**config.mk**
```make
export PLATFORM = sky130hd
export DESIGN_NAME = roving_gen
export DESIGN_NICKNAME = d
export VERILOG_FILES = /design/src/rtl/roving_pkg.sv /design/src/rtl/roving_gen.sv
export SDC_FILE = /design/constraint.sdc
export NUM_CORES = 1
export LEC_CHECK = 0
export ABC_AREA = 1
export BUFFER_PORTS_ARGS = -buffer_cell sky130_fd_sc_hd__clkbuf_2
export CAP_MARGIN = 0
export CORE_MARGIN = 8
export CORE_UTILIZATION = 25
export CTS_BUF_LIST = sky130_fd_sc_hd__clkbuf_4 sky130_fd_sc_hd__clkbuf_8 sky130_fd_sc_hd__clkbuf_16
export DETAILED_ROUTE_END_ITERATION = 8
export SLEW_MARGIN = 20
export SYNTH_ARGS = -nofsm -noshare
export SYNTH_HDL_FRONTEND = slang
export SYNTH_SLANG_ARGS = --single-unit
```
**constraint.sdc**
```tcl
create_clock -name __clk -period 3.68 [get_ports __clk]
set_input_delay 0.184 -clock __clk [delete_from_list [all_inputs] [get_ports __clk]]
set_output_delay 0.184 -clock __clk [all_outputs]
set_load 0.02 [all_outputs]
```
**src/rtl/roving_pkg.sv**
```systemverilog
// Shared types and the pattern-step function for the roving LED generator.
package roving_pkg;

  localparam int MAX_WIDTH = 32;

  localparam logic [1:0] MODE_BOUNCE = 2'd0;
  localparam logic [1:0] MODE_ROTL   = 2'd1;
  localparam logic [1:0] MODE_ROTR   = 2'd2;

  typedef enum logic [3:0] {
    S_IDLE, S_LOAD, S_STEP, S_WRITE, S_WAIT_W, S_SLEEP, S_WAIT_S, S_CHECK, S_DONE
  } state_t;

  typedef enum logic {DIR_LEFT = 1'b0, DIR_RIGHT = 1'b1} dir_t;

  typedef struct packed {
    logic [MAX_WIDTH-1:0] c;
    dir_t                 dir;
  } step_t;

  // Next one-hot pattern for a pattern of 'width' live bits; mode 3 behaves as bounce.
  function automatic step_t roving_next(input logic [MAX_WIDTH-1:0] c, input dir_t dir,
                                        input logic [1:0] mode, input int width);
    logic [MAX_WIDTH-1:0] msb;
    logic [MAX_WIDTH-1:0] mask;
    step_t                r;
    msb   = MAX_WIDTH'(1) << (width - 1);
    mask  = (msb << 1) - MAX_WIDTH'(1);
    r.dir = dir;
    case (mode)
      MODE_ROTL: r.c = (c << 1) | (((c & msb) != '0) ? MAX_WIDTH'(1) : '0);
      MODE_ROTR: r.c = (c >> 1) | (c[0] ? msb : '0);
      default: begin
        if (dir == DIR_LEFT && (c & msb) != '0) r.dir = DIR_RIGHT;
        else if (dir == DIR_RIGHT && c[0])      r.dir = DIR_LEFT;
        r.c = (r.dir == DIR_LEFT) ? (c << 1) : (c >> 1);
      end
    endcase
    r.c = r.c & mask;
    return r;
  endfunction

endpackage

```
**src/rtl/roving_gen.sv**
```systemverilog
// Roving-LED pattern generator: writes each one-hot frame through write_leds,
// then dwells through sleep, until the frame limit or an abort ends the run.
module roving_gen
  import roving_pkg::*;
#(
  parameter int WIDTH     = 4,
  parameter int MS_WIDTH  = 32,
  parameter int CNT_WIDTH = 16
) (
  input  logic                 __clk,
  input  logic                 __reset,
  input  logic                 __start,
  input  logic [1:0]           mode,
  input  logic [MS_WIDTH-1:0]  dwell_ms,
  input  logic [CNT_WIDTH-1:0] frames,
  input  logic                 abort,
  output logic                 __idle,
  output logic                 __valid,
  output logic [CNT_WIDTH-1:0] frame_count,
  output logic [WIDTH-1:0]     __p_c_write_leds,
  output logic                 __start_write_leds,
  input  logic                 __idle_write_leds,
  input  logic                 __valid_write_leds,
  output logic [MS_WIDTH-1:0]  __p_ms_sleep,
  output logic                 __start_sleep,
  input  logic                 __idle_sleep,
  input  logic                 __valid_sleep
);

  state_t               state, state_n;
  logic [WIDTH-1:0]     c, c_n;
  dir_t                 dir, dir_n;
  logic [1:0]           mode_q, mode_n;
  logic [MS_WIDTH-1:0]  dwell_q, dwell_n;
  logic [CNT_WIDTH-1:0] frames_q, frames_n;
  logic [CNT_WIDTH-1:0] count, count_n;
  logic                 abort_pend, abort_pend_n;
  logic [WIDTH-1:0]     p_c, p_c_n;
  logic                 start_w, start_w_n;
  logic [MS_WIDTH-1:0]  p_ms, p_ms_n;
  logic                 start_s, start_s_n;
  step_t                nxt;

  assign nxt = roving_next(MAX_WIDTH'(c), dir, mode_q, WIDTH);

  if (WIDTH < MAX_WIDTH) begin : g_unused
    logic unused_hi;
    assign unused_hi = |nxt.c[MAX_WIDTH-1:WIDTH];
  end

  // Callee idle flags are informational; the handshake relies on start/valid only.
  logic unused_callee_idle;
  assign unused_callee_idle = __idle_write_leds | __idle_sleep;

  // NOTE: every state register uses <= so all of them update together on the edge.
  always_ff @(posedge __clk or posedge __reset) begin
    if (__reset) begin
      state      <= S_IDLE;
      c          <= WIDTH'(1);
      dir        <= DIR_LEFT;
      mode_q     <= MODE_BOUNCE;
      dwell_q    <= '0;
      frames_q   <= '0;
      count      <= '0;
      abort_pend <= 1'b0;
      p_c        <= '0;
      start_w    <= 1'b0;
      p_ms       <= '0;
      start_s    <= 1'b0;
    end else begin
      state      <= state_n;
      c          <= c_n;
      dir        <= dir_n;
      mode_q     <= mode_n;
      dwell_q    <= dwell_n;
      frames_q   <= frames_n;
      count      <= count_n;
      abort_pend <= abort_pend_n;
      p_c        <= p_c_n;
      start_w    <= start_w_n;
      p_ms       <= p_ms_n;
      start_s    <= start_s_n;
    end
  end

  // NOTE: every output of this block gets a default first, so no latch can form.
  always_comb begin
    state_n      = state;
    c_n          = c;
    dir_n        = dir;
    mode_n       = mode_q;
    dwell_n      = dwell_q;
    frames_n     = frames_q;
    count_n      = count;
    abort_pend_n = abort_pend | ((state != S_IDLE) & abort);
    p_c_n        = p_c;
    start_w_n    = 1'b0;
    p_ms_n       = p_ms;
    start_s_n    = 1'b0;

    case (state)
      S_IDLE: if (__start) state_n = S_LOAD;
      S_LOAD: begin
        c_n          = WIDTH'(1);
        dir_n        = DIR_LEFT;
        count_n      = '0;
        abort_pend_n = abort;
        mode_n       = mode;
        dwell_n      = dwell_ms;
        frames_n     = frames;
        state_n      = S_STEP;
      end
      S_STEP: begin
        // The argument register is loaded with the new pattern so it is valid with the pulse.
        c_n       = nxt.c[WIDTH-1:0];
        dir_n     = nxt.dir;
        p_c_n     = nxt.c[WIDTH-1:0];
        start_w_n = 1'b1;
        state_n   = S_WRITE;
      end
      S_WRITE: state_n = S_WAIT_W;
      S_WAIT_W: begin
        if (__valid_write_leds) begin
          if (dwell_q == '0) begin
            state_n = S_CHECK;
          end else begin
            p_ms_n    = dwell_q;
            start_s_n = 1'b1;
            state_n   = S_SLEEP;
          end
        end
      end
      S_SLEEP:  state_n = S_WAIT_S;
      S_WAIT_S: if (__valid_sleep) state_n = S_CHECK;
      S_CHECK: begin
        count_n = count + 1'b1;
        if (abort_pend || (frames_q != '0 && (count + 1'b1) == frames_q)) state_n = S_DONE;
        else                                                               state_n = S_STEP;
      end
      S_DONE:  state_n = S_IDLE;
      default: state_n = S_IDLE;
    endcase
  end

  assign __idle             = (state == S_IDLE);
  assign __valid            = (state == S_DONE);
  assign frame_count        = count;
  assign __p_c_write_leds   = p_c;
  assign __start_write_leds = start_w;
  assign __p_ms_sleep       = p_ms;
  assign __start_sleep      = start_s;

endmodule

```
==> results.sh <==
export IMPL_status="complete, no violations"
export IMPL_max_clock_path_buffers=2
export IMPL_pwr_share_comb=0.351
export IMPL_postPlaceCellArea_um2=6160
export IMPL_critPathCaptureType="flip-flop"
export IMPL_clk_pin_slew_ns=0.06
export IMPL_p_leak_nw=3.50
export IMPL_power_frac_clock=0.289
export IMPL_vdd_ir_drop_max_uv=427
export IMPL_rsz0062_at_grt="false"
export IMPL_grtUsageTotal=0.122
export IMPL_ant_nets=0
export IMPL_drt_pass1_iter_count=4
export IMPL_fp_coreArea_um2=20900
export IMPL_final_area_um2=7200
export IMPL_num_rows=53
export IMPL_antenna_found_initial=1
export IMPL_drive_gt1_frac=0.205
export IMPL_die_area_um2=26000
export IMPL_path_max_fanout=54
export IMPL_final_min_clock_period_ns=2.59
export IMPL_io_pins=114
export IMPL_criticalPathCategory="flip-flop to flip-flop"
export IMPL_fin_nets=859
export IMPL_finalSetupTns_ns=0
export IMPL_fin_ws_ns=1.09
export IMPL_synthTopCellsByArea="dfrtp_1 (54%), nand2_1 (13%), o21ai_0 (9.2%)"
export IMPL_drv_cap=0
export IMPL_postSynthCellCount=636
export IMPL_period_share=0.704
export IMPL_maxSlewViolCount=0
export IMPL_overflow=0
export IMPL_dp_hpwl_um=10500
export IMPL_power_mw=5.64
export IMPL_yosys_area_top_type_share=0.536
export IMPL_synth_flop_cell="dfrtp_1"
export IMPL_internal_power_mw=3.43
export IMPL_place_congestion=0.821
export IMPL_die_h_um=161
export IMPL_syn_nets=697
export IMPL_fill_cells=2171
export IMPL_cts_resized=0
export IMPL_h_tree_depth=4
export IMPL_grt_pass1_vias=4895
export IMPL_fin_util=0.345
export IMPL_fmax_mhz=386
export IMPL_synthToLayoutAreaGrowth_pct=36.5
export IMPL_vias=4722
export IMPL_start_util=0.253
export IMPL_worstPathArrival_ns=2.88
export IMPL_worstMarginPinSlew_ns=0.928
export IMPL_avgSynthCellArea_um2=8.30
export IMPL_start_kind="flip-flop"
export IMPL_placedCellCount=1007
export IMPL_cts_buffers=17
export IMPL_p_switching_mw=2.21
export IMPL_wirelength_um=15100
export IMPL_dp_slack_ns=1.00
export IMPL_ys_seq_area_frac=0.541
export IMPL_drtIter0Drc=291
export IMPL_syn_cell_area_um2=5280
export IMPL_cts_sinks=114
export IMPL_wl_per_cell_um=14.0
export IMPL_clk_latency_ns=0.42
export IMPL_yosysMostFrequentCell="nand2_1"
export IMPL_synth_seq_cells=114
export IMPL_async_flop_share=1.00
export IMPL_slew_headroom=0.379
export IMPL_seq_power_share=0.361
export IMPL_cts_setup_buffers=0
export IMPL_holdWs_ns=0.0149
export IMPL_switching_share=0.392
export IMPL_die_w_um=161
export IMPL_viasPerCell=4.35
export IMPL_setup_viol=0
export IMPL_root_buffer="clkbuf_16"
export IMPL_grt_pass1_wl_um=25400
export IMPL_tritoncts="yes"
export IMPL_synth_edf_count=0
export IMPL_ys_types=34
export IMPL_finalHoldViolations=0
export IMPL_worstHoldPathType="primary input to flip-flop"
export IMPL_synthTopCellsByCount="nand2_1 (178), dfrtp_1 (113), o21ai_0 (97)"
export IMPL_powerDensity_nw_per_um2=783
export IMPL_fin_cells=1085
export IMPL_io_buffers=111
export IMPL_grt_max_degree=99
export IMPL_yosysTopAreaCell="dfrtp_1"
export IMPL_drcViolationCount=0
export IMPL_worst_ep_required_time_ns=3.97
export IMPL_yosysWarnings=0
export IMPL_fin_skew_ns=0.0123
export IMPL_antenna_cells=0
## area by class of cell
cell class	instances	area, µm²	area share
multi-input cells	413	2010	0.279
inverters	90	340	0.0473
flip-flops and latches	114	2850	0.396
clock inverters	13	136	0.0189
clock buffers	18	439	0.0610
well taps	275	344	0.0478
repair buffers	162	1080	0.150
## cells by family (layout without fill, tap and decap cells)
logic type,Yosys count,count (layout),synth area share
AO/OA/AOI/OAI,119,119,0.120
buffers and inverters,109,283,0.0804
AND/OR/NAND/NOR,285,285,0.235
flip-flops,114,114,0.541
adder cells (fa/ha/maj),3,3,0.00711
XOR/XNOR,6,6,0.0161
## placed cells by master (no fill, tap or decap), types with 4 or more instances in the layout
cell / synthesis / final
clkbuf_16: 0 / 17
clkbuf_2: 0 / 111
clkinv_2: 0 / 4
clkinvlp_4: 0 / 4
dfrtp_1: 113 / 113
dlygate4sd3_1: 0 / 47
inv_1: 88 / 87
nand2_1: 178 / 177
nand2_2: 3 / 4
nand3_1: 42 / 42
nand4_1: 15 / 15
nor2_1: 28 / 28
nor2_2: 5 / 5
nor2_4: 4 / 4
o211ai_1: 4 / 4
o21ai_0: 97 / 97
o22ai_1: 9 / 9
## critical path: stages (launching register included)
cell,delay (ns)
dfrtp_1,0.36
inv_1,0.08
nand4_1,0.14
nor4_1,0.66
nand2_1,0.14
nand2_2,0.71
buf_4,0.27
o21ai_0,0.08
## power groups by stage
stage / combinational (mW) / sequential [mW] / clock [mW]
floorplan: 1.16 / 2.20 / 0
global placement: 1.94 / 2.05 / 0
detailed placement: 1.97 / 2.05 / 0
CTS: 2.02 / 2.04 / 1.67
global route: 2.29 / 2.09 / 1.73
finish: 1.98 / 2.03 / 1.63
## per-layer routing
metal,part of all wire,track usage,vias up
met4,0.0080,0.0328,2
met3,0.062,0.0496,13
met2,0.47,0.197,129
li1,-,-,2379
met5,0.00079,0,-
met1,0.46,0.149,2199
## final timing paths
path,startpoint,end,slack [ns],cells past startpoint
max,dwell_q[27],__p_ms_sleep[23],1.09,7
min,dwell_ms[29],dwell_q[29],0.01,3
max reg2reg,dwell_q[27],__p_ms_sleep[23],1.09,7
min reg2reg,__p_c_write_leds[1],__p_c_write_leds[1],0.48,2
max in group asynchronous,__reset,state[1],2.45,4
min in group asynchronous,__reset,__p_ms_sleep[24],0.42,3
## flip-flops by register name, summed over array words and instances, names as in the netlist, 2 cells and up
signal	count
state	4
frame_count	16
__p_c_write_leds	4
dwell_q	32
frames_q	16
__p_ms_sleep	32
mode_q	2
c	4
## repair_timing
action / CTS / global route
setup endpoints to repair: 0 / 0
hold endpoints to repair: 93 / 0
hold buffers: 47 / 0
Note: power is estimated with default switching activity, not from simulation.
